**config.mk**
```make
export PLATFORM = sky130hd
export DESIGN_NAME = nlprg_gen
export DESIGN_NICKNAME = d
export VERILOG_FILES = /design/src/rtl/nlprg_pkg.sv /design/src/rtl/nlprg_chk.sv /design/src/rtl/nlprg_gen.sv
export SDC_FILE = /design/constraint.sdc
export NUM_CORES = 1
export LEC_CHECK = 0
export CAP_MARGIN = 20
export CORE_UTILIZATION = 27
export CTS_CLUSTER_DIAMETER = 50
export DETAILED_ROUTE_END_ITERATION = 7
export GPL_TIMING_DRIVEN = 0
export PLACE_DENSITY = 0.59
export SYNTH_ARGS = -nofsm -noshare
export SYNTH_HDL_FRONTEND = slang
export SYNTH_SLANG_ARGS = --single-unit
```
**constraint.sdc**
```tcl
create_clock -name ck -period 3.1 [get_ports ck]
set_input_delay 0.62 -clock ck [delete_from_list [all_inputs] [get_ports ck]]
set_output_delay 0.62 -clock ck [all_outputs]
set_load 0.02 [all_outputs]
```
**src/rtl/nlprg_pkg.sv**
```systemverilog
// Shared definitions for the nonlinear pseudo-random generator family:
// legal width range and the per-width primitive feedback tap masks.
package nlprg_pkg;

   localparam int NLPRG_MIN_N = 3;
   localparam int NLPRG_MAX_N = 16;

   // Primitive tap mask for an n-bit shift-left generator (bit n-1 always set).
   function automatic logic [NLPRG_MAX_N-1:0] nlprg_taps(input int n);
      logic [NLPRG_MAX_N-1:0] t;
      case (n)
         32'd3:   t = 16'h0006;
         32'd4:   t = 16'h000C;
         32'd5:   t = 16'h0014;
         32'd6:   t = 16'h0030;
         32'd7:   t = 16'h0060;
         32'd8:   t = 16'h00B8;
         32'd9:   t = 16'h0110;
         32'd10:  t = 16'h0240;
         32'd11:  t = 16'h0500;
         32'd12:  t = 16'h0829;
         32'd13:  t = 16'h100D;
         32'd14:  t = 16'h2015;
         32'd15:  t = 16'h6000;
         32'd16:  t = 16'hD008;
         default: t = 16'h0000;
      endcase
      return t;
   endfunction

endpackage

```
**src/rtl/nlprg_chk.sv**
```systemverilog
// Period checker: counts accepted samples modulo 2^N, expects the all-zero
// state exactly when the count is zero, and pulses wrap at each full period.
// After a seed load it stays disarmed until the zero state is seen again.
module nlprg_chk
   import nlprg_pkg::*;
#(
   parameter int unsigned N = 9
) (
   input  logic ck,
   input  logic rst,
   input  logic transfer_i,
   input  logic o_is_zero_i,
   input  logic seed_ld_i,
   output logic wrap_o,
   output logic period_err_o
);

   logic [N-1:0] cnt_q, cnt_d;
   logic         armed_q, armed_d;
   logic         wrap_q, wrap_d;
   logic         err_q, err_d;

   // Next-state for count, arming, wrap pulse and sticky error.
   always_comb begin
      cnt_d   = cnt_q;
      armed_d = armed_q;
      wrap_d  = 1'b0;
      err_d   = err_q;
      if (seed_ld_i) begin
         armed_d = 1'b0;
      end else if (transfer_i) begin
         if (armed_q) begin
            if (o_is_zero_i != (cnt_q == {N{1'b0}})) begin
               err_d = 1'b1;
            end else begin
               err_d = err_q;
            end
            cnt_d  = cnt_q + {{(N-1){1'b0}}, 1'b1};
            wrap_d = (cnt_q == {N{1'b1}});
         end else if (o_is_zero_i) begin
            // Resync: the zero sample just accepted is count 0 of a new period.
            armed_d = 1'b1;
            cnt_d   = {{(N-1){1'b0}}, 1'b1};
         end else begin
            cnt_d = cnt_q;
         end
      end else begin
         cnt_d = cnt_q;
      end
   end

   // Checker state registers; only rst clears the sticky error.
   always_ff @(posedge ck or posedge rst) begin
      if (rst) begin
         cnt_q   <= {N{1'b0}};
         armed_q <= 1'b1;
         wrap_q  <= 1'b0;
         err_q   <= 1'b0;
      end else begin
         cnt_q   <= cnt_d;
         armed_q <= armed_d;
         wrap_q  <= wrap_d;
         err_q   <= err_d;
      end
   end

   assign wrap_o       = wrap_q;
   assign period_err_o = err_q;

endmodule

```
**src/rtl/nlprg_gen.sv**
```systemverilog
// N-bit full-period (de Bruijn) nonlinear generator with seed load, a
// ready/valid output handshake and an optional built-in period checker.
module nlprg_gen
   import nlprg_pkg::*;
#(
   parameter int unsigned   N     = 9,
   parameter logic [N-1:0]  TAPS  = N'(nlprg_taps(N)),
   parameter bit            CHECK = 1'b1
) (
   input  logic         ck,
   input  logic         rst,
   input  logic         seed_ld,
   input  logic [N-1:0] seed,
   input  logic         o_ready,
   output logic         o_valid,
   output logic [N-1:0] o,
   output logic         wrap,
   output logic         period_err
);

   logic [N-1:0] state_q, state_d;
   logic         valid_q;
   logic         lin_s, zero_low_s, fb_s, transfer_s;
   logic [N-1:0] next_s;

   // Linear feedback plus the zero-insertion term that splices 0..0 into the cycle.
   always_comb begin
      lin_s      = ^(state_q & TAPS);
      zero_low_s = (state_q[N-2:0] == {(N-1){1'b0}});
      fb_s       = lin_s ^ zero_low_s;
      next_s     = {state_q[N-2:0], fb_s};
   end

   assign o_valid    = valid_q & ~seed_ld;
   assign transfer_s = o_valid & o_ready;

   // State selection: seed load wins, then an accepted transfer, else hold.
   always_comb begin
      state_d = state_q;
      if (seed_ld) begin
         state_d = seed;
      end else if (transfer_s) begin
         state_d = next_s;
      end else begin
         state_d = state_q;
      end
   end

   // Generator state and the output-valid flag.
   always_ff @(posedge ck or posedge rst) begin
      if (rst) begin
         state_q <= {N{1'b0}};
         valid_q <= 1'b0;
      end else begin
         state_q <= state_d;
         valid_q <= 1'b1;
      end
   end

   assign o = state_q;

   if (CHECK) begin : g_chk
      logic o_is_zero_s;
      assign o_is_zero_s = (state_q == {N{1'b0}});
      nlprg_chk #(.N(N)) u_chk (
         .ck           (ck),
         .rst          (rst),
         .transfer_i   (transfer_s),
         .o_is_zero_i  (o_is_zero_s),
         .seed_ld_i    (seed_ld),
         .wrap_o       (wrap),
         .period_err_o (period_err)
      );
   end else begin : g_nochk
      assign wrap       = 1'b0;
      assign period_err = 1'b0;
   end

endmodule
```
==> results.yml <==
floorplan:
  boundaryPins: 25
  die_height_um: 66.2
  core_um2: 3800
  row_count: 22
  dieWidth_um: 66.2
  start_util: 0.293
  dieArea_um2: 4390
critical_path:
  r2r_cells: 4
  cp-startpoint: "seed_ld"
  worstReg2RegStart: "o[3]$_DFFE_PP0P_"
  crit_path_end_kind: "output port"
  worstPathMaxFanout: 6
  crit_type: "in -> out"
  required_ns: 2.48
  worst_setup_path_start_kind: "input pin"
  cp.arrival_ns: 1.84
  rrSetupSlack_ns: 1.46
  endpoint: "o_valid"
  r2r_end: "g_chk.u_chk.cnt_q[6]$_DFFE_PP0P_"
global_routing:
  grt_overflow: 0
  grt_use_total: 0.135
  antenna_found_initial: 0
  grt_start_max_net_pins: 23
  grt_pass1_vias: 953
  grt_pass1_wl_um: 4510
timing:
  grt_setup_unrepaired: "false"
  maxSlewViolCount: 0
  tightestPinTransition_ns: 0.853
  hold_viol: 0
  holdWs_ns: 0.462
  period_minus_slack_ns: 2.46
  layout_setup_ws_ns: 0.635
  tns_ns: 0
  finClkSkew_ns: 0.00583
  clock.fmax_ghz: 0.406
  period_share: 0.795
  relSlewSlack: 0.430
  finalSetupViolCount: 0
power_and_ir_drop:
  cellLeakagePower_nw: 0.655
  p_per_area_nw_per_um2: 412
  peakVddDrop_mv: 0.221
  power_mw: 0.601
place:
  routabilityCongestion: 0.737
  dp_hpwl_um: 1850
  dp.cells: 183
  dp_slack_ns: 0.635
  place_area_um2: 1410
  io_buffers: 24
clocking:
  cts_resized: 0
  cts_inserted_buffers: 3
  max-clock-path-buffers: 2
  ctsRootBufferMaster: "clkbuf_8"
  clock_latency_ns: 0.26
  postCtsSetupBuffers: 0
  htreeDepth: 1
  postCtsHoldBufs: 0
  cts.sinks: 22
  path_clk_slew_ns: 0.08
  tritoncts: "done"
synthesis:
  synth_mux_area_frac: 0.0371
  synth_area_um2: 1110
  syn_inst: 111
  synth_compound_area_frac: 0.185
  synth_top_family_by_area: "simple AND/OR/NAND/NOR gates"
  avgSynthCellArea_um2: 10.0
  ys_warn_count: 0
  synth_xor_area_frac: 0.0157
  synth_nets: 127
  synth_simple_gate_area_share: 0.199
  ys_seq_area_frac: 0.496
  synth.distinct_cells: 33
  synthAdderAreaFrac: 0.0337
  ys_ff_latch: 22
finish:
  final_util: 0.384
  final_net_count: 156
  mostFrequentLayoutCell: "clkdlybuf4s50_1"
  drive_gt1_frac: 0.0935
  fin_cells: 187
  mostFrequentLayoutCells: "clkdlybuf4s50_1, nand2_1, dfrtp_1, a22oi_1, a22o_1"
  insertedDiodeCount: 0
  areaGrowthSynthToFinish_pct: 31.0
  post-route-cell-area_um2: 1460
detailed_routing:
  vias_per_cell: 5.06
  wl_per_cell_um: 13.8
  first_iter_violations: 46
  post-route-drc-count: 0
  totalWireLength_um: 2580
  first_pass_iters: 4
  vias: 946
  ant_nets: 0
hold_path:
  whs_path_depth: 1
  hold_path.class: "reg -> reg"
run_status:
  status: "complete, no violations"
flow_run:
  drv_cap: 0
-- synth_stat cells --
cell type / count / area share
conb_1: 1 / 0.0034
dfrtp_1: 21 / 0.47
o21ai_2: 1 / 0.0079
nand3_1: 3 / 0.013
and3b_1: 1 / 0.0079
or3_1: 1 / 0.0056
clkbuf_1: 1 / 0.0034
nor2b_1: 1 / 0.0056
buf_2: 3 / 0.013
and2_1: 1 / 0.0056
a21o_1: 1 / 0.0067
nor3_1: 1 / 0.0045
a22oi_1: 8 / 0.054
o21ai_0: 6 / 0.027
xnor2_1: 1 / 0.0079
dfstp_2: 1 / 0.024
o31ai_2: 1 / 0.011
mux2i_1: 3 / 0.027
a21oi_1: 2 / 0.0090
inv_1: 4 / 0.013
mux2_2: 1 / 0.010
o31ai_1: 1 / 0.0067
nand3_2: 1 / 0.0090
xor2_1: 1 / 0.0079
nand3b_4: 1 / 0.018
nor4_1: 2 / 0.011
and3_1: 3 / 0.017
a22o_1: 8 / 0.063
ha_1: 3 / 0.034
nor2_1: 5 / 0.017
nand2_1: 21 / 0.071
nor4b_1: 1 / 0.0079
or2_2: 1 / 0.0056
-- layout make-up --
type / count / area, um^2
well taps: 48 / 60.1
multi-input cells: 81 / 528
clock buffers: 4 / 45.0
flip-flops and latches: 22 / 552
fillers: 397 / 2340
inverters: 4 / 15.0
repair buffers: 24 / 240
plain buffers: 4 / 18.8
-- registers in the layout, summed over array words and instances (netlist names) --
name	cells
g_chk.u_chk.armed_q	1
g_chk.u_chk.cnt_q	9
g_chk.u_chk.period_err_o	1
g_chk.u_chk.wrap_o	1
o	9
valid_q	1
-- worst max-delay path: stages --
cell,delay [ns]
clkdlybuf4s50_1,0.48
nor2b_1,0.13
clkdlybuf4s50_1,0.61
-- worst min path at each step --
stage / slack (ns) / start / endpoint
2_1_floorplan: 0.49 / g_chk.u_chk.cnt_q[8]$_DFFE_PP0P_ / g_chk.u_chk.cnt_q[8]$_DFFE_PP0P_
4_1_cts: 0.46 / g_chk.u_chk.period_err_o$_DFFE_PP0P_ / g_chk.u_chk.period_err_o$_DFFE_PP0P_
5_1_grt: 0.48 / g_chk.u_chk.period_err_o$_DFFE_PP0P_ / g_chk.u_chk.period_err_o$_DFFE_PP0P_
3_3_place_gp: 0.44 / g_chk.u_chk.period_err_o$_DFFE_PP0P_ / g_chk.u_chk.period_err_o$_DFFE_PP0P_
3_5_place_dp: 0.45 / g_chk.u_chk.period_err_o$_DFFE_PP0P_ / g_chk.u_chk.period_err_o$_DFFE_PP0P_
6_report: 0.46 / g_chk.u_chk.period_err_o$_DFFE_PP0P_ / g_chk.u_chk.period_err_o$_DFFE_PP0P_
-- metal layers --
| layer | global-route usage | vias to the layer above | routed length [um] |
|---|---|---|---|
| li1 | - | 449 | - |
| met2 | 0.221 | 34 | 1260 |
| met5 | 0 | - | 0 |
| met1 | 0.178 | 461 | 1160 |
| met3 | 0.0362 | 2 | 149 |
| met4 | 0.0239 | 0 | 7 |
-- report_power, final --
part           internal (mW)  total [mW]  switching [mW]
Sequential             0.301       0.319          0.0177
Combinational         0.0514       0.102          0.0505
Clock                 0.0916       0.181          0.0889
Total                  0.444       0.601           0.157
-- cells by family after synthesis --
group                      Yosys count
DFF                                 22
adders and majority gates            3
and+or+nand+nor                     43
other                                1
muxes                                4
AOI/OAI and AO/OA                   28
xor gates and xnor gates             2
buffers and inverters                8
Note: power is estimated with default switching activity, not from simulation.
